## src/rtl/ghost_typist.sv

```systemverilog
// ghost_typist: replays a dictionary word as timed keyboard press/release
// events, with optional per-letter mistype-and-correct injection.
module ghost_typist #(
  parameter int HOLD = 2,
  parameter int GAP  = 3
) (
  input  logic         clk_div,
  input  logic         rst,
  input  logic         start,
  input  logic         abort,
  input  logic [74:0]  word,
  input  logic [4:0]   wordnum,
  input  logic         inject_err,
  output logic [127:0] key_down,
  output logic [8:0]   last_change,
  output logic         key_valid,
  output logic         busy,
  output logic         done,
  output logic [4:0]   sent_cnt,
  output logic [4:0]   err_cnt
);

  typedef enum logic [2:0] {
    S_IDLE, S_PRESS, S_HOLD, S_REL, S_GAP, S_DONE
  } state_t;

  typedef enum logic [1:0] {
    K_LET, K_WRONG, K_BACK, K_SPACE
  } kind_t;

  localparam logic [6:0] SC_BACK  = 7'd102;
  localparam logic [6:0] SC_SPACE = 7'd41;
  localparam logic [3:0] HOLD_END = 4'(HOLD - 1);
  localparam logic [3:0] GAP_END  = 4'(GAP - 1);

  function automatic logic [6:0] scan(input logic [4:0] c);
    logic [6:0] s;
    case (c)
      5'd1:  s = 7'd28;  5'd2:  s = 7'd50;  5'd3:  s = 7'd33;
      5'd4:  s = 7'd35;  5'd5:  s = 7'd36;  5'd6:  s = 7'd43;
      5'd7:  s = 7'd52;  5'd8:  s = 7'd51;  5'd9:  s = 7'd67;
      5'd10: s = 7'd59;  5'd11: s = 7'd66;  5'd12: s = 7'd75;
      5'd13: s = 7'd58;  5'd14: s = 7'd49;  5'd15: s = 7'd68;
      5'd16: s = 7'd77;  5'd17: s = 7'd21;  5'd18: s = 7'd45;
      5'd19: s = 7'd27;  5'd20: s = 7'd44;  5'd21: s = 7'd60;
      5'd22: s = 7'd42;  5'd23: s = 7'd29;  5'd24: s = 7'd34;
      5'd25: s = 7'd53;  5'd26: s = 7'd26;
      default: s = 7'd0;
    endcase
    return s;
  endfunction

  state_t       state, state_n;
  kind_t        kind, kind_n, f_kind;
  logic [74:0]  word_q, word_q_n;
  logic [3:0]   wlen, wlen_n, idx, idx_n, cnt, cnt_n;
  logic [4:0]   code, code_n;
  logic [6:0]   sc, sc_n, f_sc;
  logic         fin, fin_n;
  logic [127:0] key_down_n;
  logic [8:0]   last_change_n;
  logic         key_valid_n, busy_n, done_n;
  logic [4:0]   sent_n, err_n;

  logic [79:0]  f_src;
  logic [3:0]   f_len, f_idx, clamp;
  logic [4:0]   f_code, f_wrap;

  assign clamp = (wordnum > 5'd15) ? 4'd15 : wordnum[3:0];

  // Next key after the current one: letter 0 when idle, else letter idx+1
  always_comb begin
    f_src  = (state == S_IDLE) ? {5'd0, word} : {5'd0, word_q};
    f_len  = (state == S_IDLE) ? clamp : wlen;
    f_idx  = (state == S_IDLE) ? 4'd0 : idx + 4'd1;
    f_code = f_src[7'(f_idx) * 7'd5 +: 5];
    f_wrap = (f_code == 5'd26) ? 5'd1 : f_code + 5'd1;
    f_kind = K_SPACE;
    f_sc   = SC_SPACE;
    if (f_idx < f_len && f_code != 5'd0 && f_code <= 5'd26) begin
      if (inject_err) begin
        f_kind = K_WRONG;
        f_sc   = scan(f_wrap);
      end else begin
        f_kind = K_LET;
        f_sc   = scan(f_code);
      end
    end
  end

  always_comb begin
    state_n       = state;
    kind_n        = kind;
    word_q_n      = word_q;
    wlen_n        = wlen;
    idx_n         = idx;
    cnt_n         = cnt;
    code_n        = code;
    sc_n          = sc;
    fin_n         = fin;
    key_down_n    = key_down;
    last_change_n = last_change;
    key_valid_n   = 1'b0;
    busy_n        = busy;
    done_n        = 1'b0;
    sent_n        = sent_cnt;
    err_n         = err_cnt;
    unique case (state)
      S_IDLE: begin
        if (start) begin
          word_q_n = word;
          wlen_n   = clamp;
          idx_n    = 4'd0;
          sent_n   = 5'd0;
          err_n    = 5'd0;
          fin_n    = 1'b0;
          busy_n   = 1'b1;
          kind_n   = f_kind;
          sc_n     = f_sc;
          code_n   = f_code;
          state_n  = (clamp == 4'd0) ? S_DONE : S_PRESS;
        end
      end
      S_PRESS: begin
        key_down_n    = 128'(1) << sc;
        last_change_n = {2'b00, sc};
        key_valid_n   = 1'b1;
        if (kind == K_WRONG && err_cnt != 5'd31)
          err_n = err_cnt + 5'd1;
        cnt_n   = 4'd0;
        state_n = S_HOLD;
      end
      S_HOLD: begin
        if (cnt == HOLD_END) state_n = S_REL;
        else cnt_n = cnt + 4'd1;
      end
      S_REL: begin
        key_down_n    = '0;
        last_change_n = {2'b00, sc};
        key_valid_n   = 1'b1;
        cnt_n         = 4'd0;
        unique case (kind)
          K_WRONG: begin
            kind_n = K_BACK;
            sc_n   = SC_BACK;
          end
          K_BACK: begin
            kind_n = K_LET;
            sc_n   = scan(code);
          end
          K_LET: begin
            sent_n = sent_cnt + 5'd1;
            idx_n  = idx + 4'd1;
            kind_n = f_kind;
            sc_n   = f_sc;
            code_n = f_code;
          end
          default: fin_n = 1'b1;
        endcase
        if (GAP == 0) state_n = fin_n ? S_DONE : S_PRESS;
        else state_n = S_GAP;
      end
      S_GAP: begin
        if (cnt == GAP_END) state_n = fin ? S_DONE : S_PRESS;
        else cnt_n = cnt + 4'd1;
      end
      S_DONE: begin
        done_n  = 1'b1;
        busy_n  = 1'b0;
        state_n = S_IDLE;
      end
      default: state_n = S_IDLE;
    endcase
    // Cancel wins over everything, including a same-cycle start
    if (abort) begin
      state_n     = S_IDLE;
      key_down_n  = '0;
      key_valid_n = 1'b0;
      busy_n      = 1'b0;
      done_n      = 1'b0;
      sent_n      = sent_cnt;
      err_n       = err_cnt;
    end
  end

  always_ff @(posedge clk_div or posedge rst) begin
    if (rst) begin
      state       <= S_IDLE;
      kind        <= K_LET;
      word_q      <= '0;
      wlen        <= '0;
      idx         <= '0;
      cnt         <= '0;
      code        <= '0;
      sc          <= '0;
      fin         <= 1'b0;
      key_down    <= '0;
      last_change <= '0;
      key_valid   <= 1'b0;
      busy        <= 1'b0;
      done        <= 1'b0;
      sent_cnt    <= '0;
      err_cnt     <= '0;
    end else begin
      state       <= state_n;
      kind        <= kind_n;
      word_q      <= word_q_n;
      wlen        <= wlen_n;
      idx         <= idx_n;
      cnt         <= cnt_n;
      code        <= code_n;
      sc          <= sc_n;
      fin         <= fin_n;
      key_down    <= key_down_n;
      last_change <= last_change_n;
      key_valid   <= key_valid_n;
      busy        <= busy_n;
      done        <= done_n;
      sent_cnt    <= sent_n;
      err_cnt     <= err_n;
    end
  end

endmodule

```

## config.mk

```make
export PLATFORM = sky130hd
export DESIGN_NAME = ghost_typist
export DESIGN_NICKNAME = d
export VERILOG_FILES = /design/src/rtl/ghost_typist.sv
export SDC_FILE = /design/constraint.sdc
export NUM_CORES = 1
export LEC_CHECK = 0
export CAP_MARGIN = 30
export CORE_MARGIN = 8
export CORE_UTILIZATION = 50
export DETAILED_ROUTE_END_ITERATION = 16
export PLACE_DENSITY = 0.78
export SETUP_SLACK_MARGIN = 0.1
export SYNTH_ARGS = -nofsm -noshare
export SYNTH_HDL_FRONTEND = slang
export SYNTH_SLANG_ARGS = --single-unit
export TNS_END_PERCENT = 10
```

## constraint.sdc

```tcl
create_clock -name clk_div -period 10.5 [get_ports clk_div]
set_input_delay 1.575 -clock clk_div [delete_from_list [all_inputs] [get_ports clk_div]]
set_output_delay 1.575 -clock clk_div [all_outputs]
set_load 0.05 [all_outputs]
```

Yosys cells after proc, flatten, opt, wreduce, memory -nomap -nowiden --
Memories as Yosys holds them, arrays and structs flattened. Index checks and enable logic that the tools add are counted.
Operators by class: $add $sub $neg 5, multiply operators 1, magnitude comparators 3, eq/ne operators 21, shift-type cells 2, muxes and demuxes 48, bitwise operators 1, reductions and logical operators 23
Operators by type and width (number):
- one-hot mux 128 bit (2 select lines) | 1
- two-way mux 128 bit | 1
- << shifter 1 x 7 -> 128 bit (first input constant) | 1
- indexed part select 80 x 8 -> 5 bit | 1
- two-way mux 75 bit | 1
- two-way mux 5 bit | 6
- one-hot mux 5 bit (2 select lines) | 3
- two-way mux 4 bit | 7
- two-way mux 7 bit | 3
- one-hot mux 7 bit (3 select lines) | 1
- two-way mux 3 bit | 6
- adder 5 x 1 -> 5 bit (second input constant) | 3
- one-hot mux 3 bit (5 select lines) | 1
- AND reduction 3 bit | 5
- one-hot mux 7 bit (2 select lines) | 1
- one-hot mux 4 bit (3 select lines) | 1
- inequality test 2 bit (second input constant) | 5
- two-way mux 1 bit | 9
- inequality test 3 bit (second input constant) | 3
- nonzero test 3 bit | 3
- adder 4 x 1 -> 4 bit (second input constant) | 2
- one-hot mux 4 bit (2 select lines) | 1
- AND reduction 4 bit | 2
- multiplier 4 x 3 -> 7 bit (second input constant) | 1
- other kinds (28) | 36
Storage, ports and cells: flip-flop bits (word level) 253, ROM bits 672, bits of input ports 85, output and inout bits 150, word-level logic and storage cells 123, memories kept 3
Memories:
- (name not given) | words 32, bits a word 7, rd ports 1, clocked after Yosys merged registers in 0, write ports 0, line 38 | case (c)
- (name not given) | words 32, bits a word 7, rd ports 1, clocked after Yosys merged registers in 0, write ports 0, line 38
- (name not given) | words 32, bits a word 7, rd ports 1, clocked after Yosys merged registers in 0, write ports 0, line 38

Longest topological paths before layout --
An unclocked memory read counts as a cell.
depth in word-level cells 11, gate-level depth with buffers 22, mapped depth without buffers 18

Worst setup path before layout --
Ideal clock, no wire load.
path kind input port to flip-flop, start point input word[0], end point register sc[0], library setup time 0.124 ns, arrival time 4.340 ns, data required time 10.376 ns, slack 6.036 ns, stages on the path 16, buffers on the path 3, path through nor2_1 a31o_2 nor3_4 clkbuf_1 inv_1 ha_1 and3_1 a211oi_1 a21o_1 buf_6 o211a_4 or2_0 buf_2 o21a_1 o211ai_1 a211o_1
On the way: longest elaborated chain between the ends 9, elaborated cells between the ends (all ways) 16, those cells by class add/sub: 1; order compare: 1; eq/ne: 1; shift: 1; mux: 7; reduce/logical: 3; memory: 2
RTL lines:
- from (decl) | line 11 | input logic [74:0] word,
- two-way mux 75 bit (*) | line 73 | f_src = (state == S_IDLE) ? {5'd0, word} : {5'd0, word_q};
- indexed part select 80 x 8 -> 5 bit (*) | line 76 | f_code = f_src[7'(f_idx) * 7'd5 +: 5];
- adder 5 x 1 -> 5 bit / equality test 5 bit (equally long branches) | line 77 | f_wrap = (f_code == 5'd26) ? 5'd1 : f_code + 5'd1;
- two-way mux 5 bit | line 77
- memory (32 x 7 bit)
- two-way mux 7 bit | line 81 | if (inject_err) begin
- two-way mux 7 bit (*) | line 80 | if (f_idx < f_len && f_code != 5'd0 && f_code <= 5'd26) begin
- one-hot mux 7 bit (3 select lines) / two-way mux 7 bit (equally long branches) | line 142, 110
- one-hot mux 7 bit (2 select lines) (*) | line 108 | unique case (state)
- to (signal assigned) | line 212 | sc <= sc_n;
- to (decl) | line 58 | logic [6:0] sc, sc_n, f_sc;
Mark *: on every way between the ends. The rest lies on a longest branch, timed or not. The select of a mux whose other input is x is not followed. A chain may end at the register's enable or synchronous reset.

Worst setup path in the final report --
start point register idx[0], end point register sc[0]
On the way: longest elaborated chain between the ends 11, elaborated cells between the ends (all ways) 19, those cells by class add/sub: 2; mul: 1; order compare: 2; eq/ne: 1; shift: 1; mux: 7; reduce/logical: 3; memory: 2
RTL lines:
- from (decl) | line 56 | logic [3:0] wlen, wlen_n, idx, idx_n, cnt, cnt_n;
- from (signal assigned) | line 209 | idx <= idx_n;
- adder 4 x 1 -> 4 bit (*) | line 75 | f_idx = (state == S_IDLE) ? 4'd0 : idx + 4'd1;
- two-way mux 4 bit (*) | line 75
- multiplier 4 x 3 -> 7 bit | line 76
- indexed part select 80 x 8 -> 5 bit | line 76
- adder 5 x 1 -> 5 bit / equality test 5 bit (equally long branches) | line 77
- two-way mux 5 bit | line 77
- memory (32 x 7 bit)
- two-way mux 7 bit | line 81
- two-way mux 7 bit (*) | line 80
- one-hot mux 7 bit (3 select lines) / two-way mux 7 bit (equally long branches) | line 142, 110
- one-hot mux 7 bit (2 select lines) (*) | line 108
Marked as above.

==> flow_summary.ini <==
[placement]
place.detailed.hpwl_um = 25500
place_congestion = 0.893
post-place-cells = 1689
port_buffers = 232

[synth]
post_synth_num_cell_types = 80
synth.ff_latch_count = 253
post_synth_most_frequent_cells = 253 x sky130_fd_sc_hd__dfrtp_1, 179 x sky130_fd_sc_hd__nand2_1, 111 x sky130_fd_sc_hd__o21ai_0
yosysMostFrequentCell = sky130_fd_sc_hd__dfrtp_1
yosys_warnings = 0
synth_largest_type_area_fraction = 0.505
syn_inst = 1204
synth_area_leader_cell = sky130_fd_sc_hd__dfrtp_1
ys_dominant_reg_cell = sky130_fd_sc_hd__dfrtp_1
yosysSeqAreaShare = 0.505
synthesis.area_per_instance_um2 = 10.4
proportion_of_synthesized_flip_flops_having_asynchronous_set_or_reset = 1.00
syn-cell-area_um2 = 12500
synth-edff-count = 0
yosys-top-cells-area = sky130_fd_sc_hd__dfrtp_1 51%, sky130_fd_sc_hd__mux2_2 7.1%, sky130_fd_sc_hd__nand2_1 5.4%, sky130_fd_sc_hd__o21ai_0 4.4%, sky130_fd_sc_hd__a32o_1 3.5%

[routing]
dr.pass1.iters = 5
wl_per_cell_um = 20.5
via_per_inst = 5.96
ant_nets = 0
vias = 10373
detailedRoute.firstIterationViolations = 1059
route.detailed.drc = 0
routed_wl_um = 35600

[clocking]
numCtsBuffers = 27
clk_root_buffer_cell = sky130_fd_sc_hd__clkbuf_16
cts_tree = built
post-cts-setup-buffers = 0
postCtsHoldBufs = 0
htreeDepth = 1
post_cts.resized_instances = 0
clk_path_buf_depth = 3
clk-insertion-delay-late_ps = 560
cts.clk_slew.worst_paths_ps = 60
cts_num_sinks = 253

[cells_and_area]
post_layout_nonfiller_instances = 1740
finish.net_count = 1502
antenna_cells_inserted = 0
fin_util = 0.643
area_growth_syn_to_fin_pct = 27.8
fraction_of_final_layout_cells_with_drive_strength_greater_than_1 = 0.122
fillerInstances = 1947

[global_routing]
grt-ovfl-total = 0
grt_antenna_before_repair = 0
first_global_vias = 10501
maximum_number_of_pins_on_one_net_before_global_route_repair = 105
grt_pass1_wl_um = 57600
grt_resource_usage_total = 0.228

[floorplanning]
dieArea_um2 = 30400
floorplan.die.width_um = 174
core_um2 = 24900
die_h_um = 174
io_pins = 235
floorplan.rows = 58
initial_cell_density_of_the_core = 0.503

[worst_setup_path]
worst-setup-path-type = flop to flop
end_kind = flop
critical_path.cell_chain = buf_4 -> ha_1 -> buf_4 -> mux4_2 -> mux2i_1 -> a31o_2 -> nor3_4 -> inv_1 -> ha_1 -> nand2_1 -> nor3_1 -> a211oi_1 -> a21o_1 -> o211a_4 -> or2_0 -> o21a_1 -> o211ai_1 -> a211o_1
timing.critical_path.required_ps = 10920
critPathArrivalTime_ps = 6060
slowest_stage = sky130_fd_sc_hd__ha_1
cp_max_fo = 43
slowest_delay_ps = 610
startpoint_type = flop

[pwr]
max-vdd-ir-drop_v = 0.000142
power.static_leakage_nw = 6.68
p_per_cell_area_nw_per_um2 = 216

[sta]
max_freq_mhz = 177
worst_slew_pin_slew_ps = 1050
post-route-min-period_ps = 5640
number_of_setup_violations_in_the_final_report = 0
unrepaired_setup_endpoints_after_global_routing = no
timing.final.max_slew_violations = 0
final_setup_skew_ps = 24.6
timing.final.hold_violations = 0
layout_worst_path_cycle_share = 0.537
slew-limit-headroom = 0.297
tns_ps = 0

[hold_path]
worst_hold_path_type = flop to flop

[run]
drv_cap = 0

[outcome]
status = finished clean
-- cell type report --
| class | count | area [um2] | share of cell area |
|---|---|---|---|
| clock buffer | 37 | 783 | 0.0489 |
| clock inverter | 13 | 194 | 0.0121 |
| inverter | 21 | 86.3 | 0.00539 |
| multi-input combinational | 841 | 5730 | 0.358 |
| sequential | 253 | 6330 | 0.395 |
| tap | 330 | 413 | 0.0258 |
| timing repair buffer | 245 | 2470 | 0.154 |
-- registers in the layout (all words and copies together), names as in the netlist --
register and count:
state 3, busy 1, word_q 75, fin 1, kind 2, code 5, idx 4, wlen 4
sent_cnt 5, err_cnt 5, last_change 7, sc 7, key_down 128, cnt 4, done 1, key_valid 1
-- layer usage --
metal	global-route usage	wire length, um
met1	0.298	15000
met2	0.374	16900
met3	0.0529	2870
met4	0.0670	884
met5	0	0
-- through the flow --
stage               hold WS, ps  area (um2)  total power [W]  setup WS (ps)
finish                      474       16000          0.00346           4860
floorplan                   472       12500          0.00210           1970
global placement            458       15000          0.00239           5010
global route                505       16000          0.00363           4500
CTS                         481       16000          0.00346           4950
detailed placement          466       15000          0.00243           4920
-- final timing paths --
kind	slack [ps]	startpoint	endpoint	depth (start not counted)
max	4860	idx[0]$_DFFE_PP0P_	sc[0]$_DFFE_PP0P_	18
min	470	last_change[2]$_DFFE_PP0N_	last_change[2]$_DFFE_PP0N_	2
max reg2reg	4860	idx[0]$_DFFE_PP0P_	sc[0]$_DFFE_PP0P_	18
min reg2reg	470	last_change[2]$_DFFE_PP0N_	last_change[2]$_DFFE_PP0N_	2
max in group asynchronous	7500	rst	key_down[46]$_DFFE_PP0P_	3
min in group asynchronous	1540	rst	key_down[98]$_DFFE_PP0P_	2
-- worst max-delay path, delay by kind of cell (launching register included) --
family / cells / cell delay (ps)
adders and majority gates: 2 / 950
muxes: 2 / 370
and+or+nand+nor: 4 / 1070
buffers and inverters: 3 / 900
DFF: 1 / 370
AOI/OAI and AO/OA: 7 / 1810
-- power breakdown --
part	internal (W)	total [W]	switching [W]
Clock	0.000625	0.00103	0.000404
Sequential	0.00112	0.00130	0.000185
Combinational	0.000441	0.00113	0.000688
-- layout by cell type (no fill, tap or decap), types with 27 or more instances in the layout --
master	n
sky130_fd_sc_hd__ha_1	28
sky130_fd_sc_hd__a32o_1	44
sky130_fd_sc_hd__nor2_1	67
sky130_fd_sc_hd__a21oi_1	41
sky130_fd_sc_hd__mux2_2	79
sky130_fd_sc_hd__nand2_1	179
sky130_fd_sc_hd__o21ai_0	111
sky130_fd_sc_hd__clkbuf_16	27
sky130_fd_sc_hd__clkdlybuf4s50_1	232
sky130_fd_sc_hd__dfrtp_1	253
-- cell families (layout without fill, tap and decap cells) --
| family | Yosys count | count (layout) | synth area share |
|---|---|---|---|
| AOI/OAI and AO/OA | 316 | 316 | 0.178 |
| xor gates and xnor gates | 12 | 12 | 0.0105 |
| adders and majority gates | 28 | 28 | 0.0280 |
| buffers and inverters | 111 | 316 | 0.0396 |
| DFF | 253 | 253 | 0.505 |
| muxes | 103 | 103 | 0.0974 |
| other | 1 | 2 | 0.000299 |
| and+or+nand+nor | 380 | 380 | 0.141 |
Power figures use the tool's default switching activity.
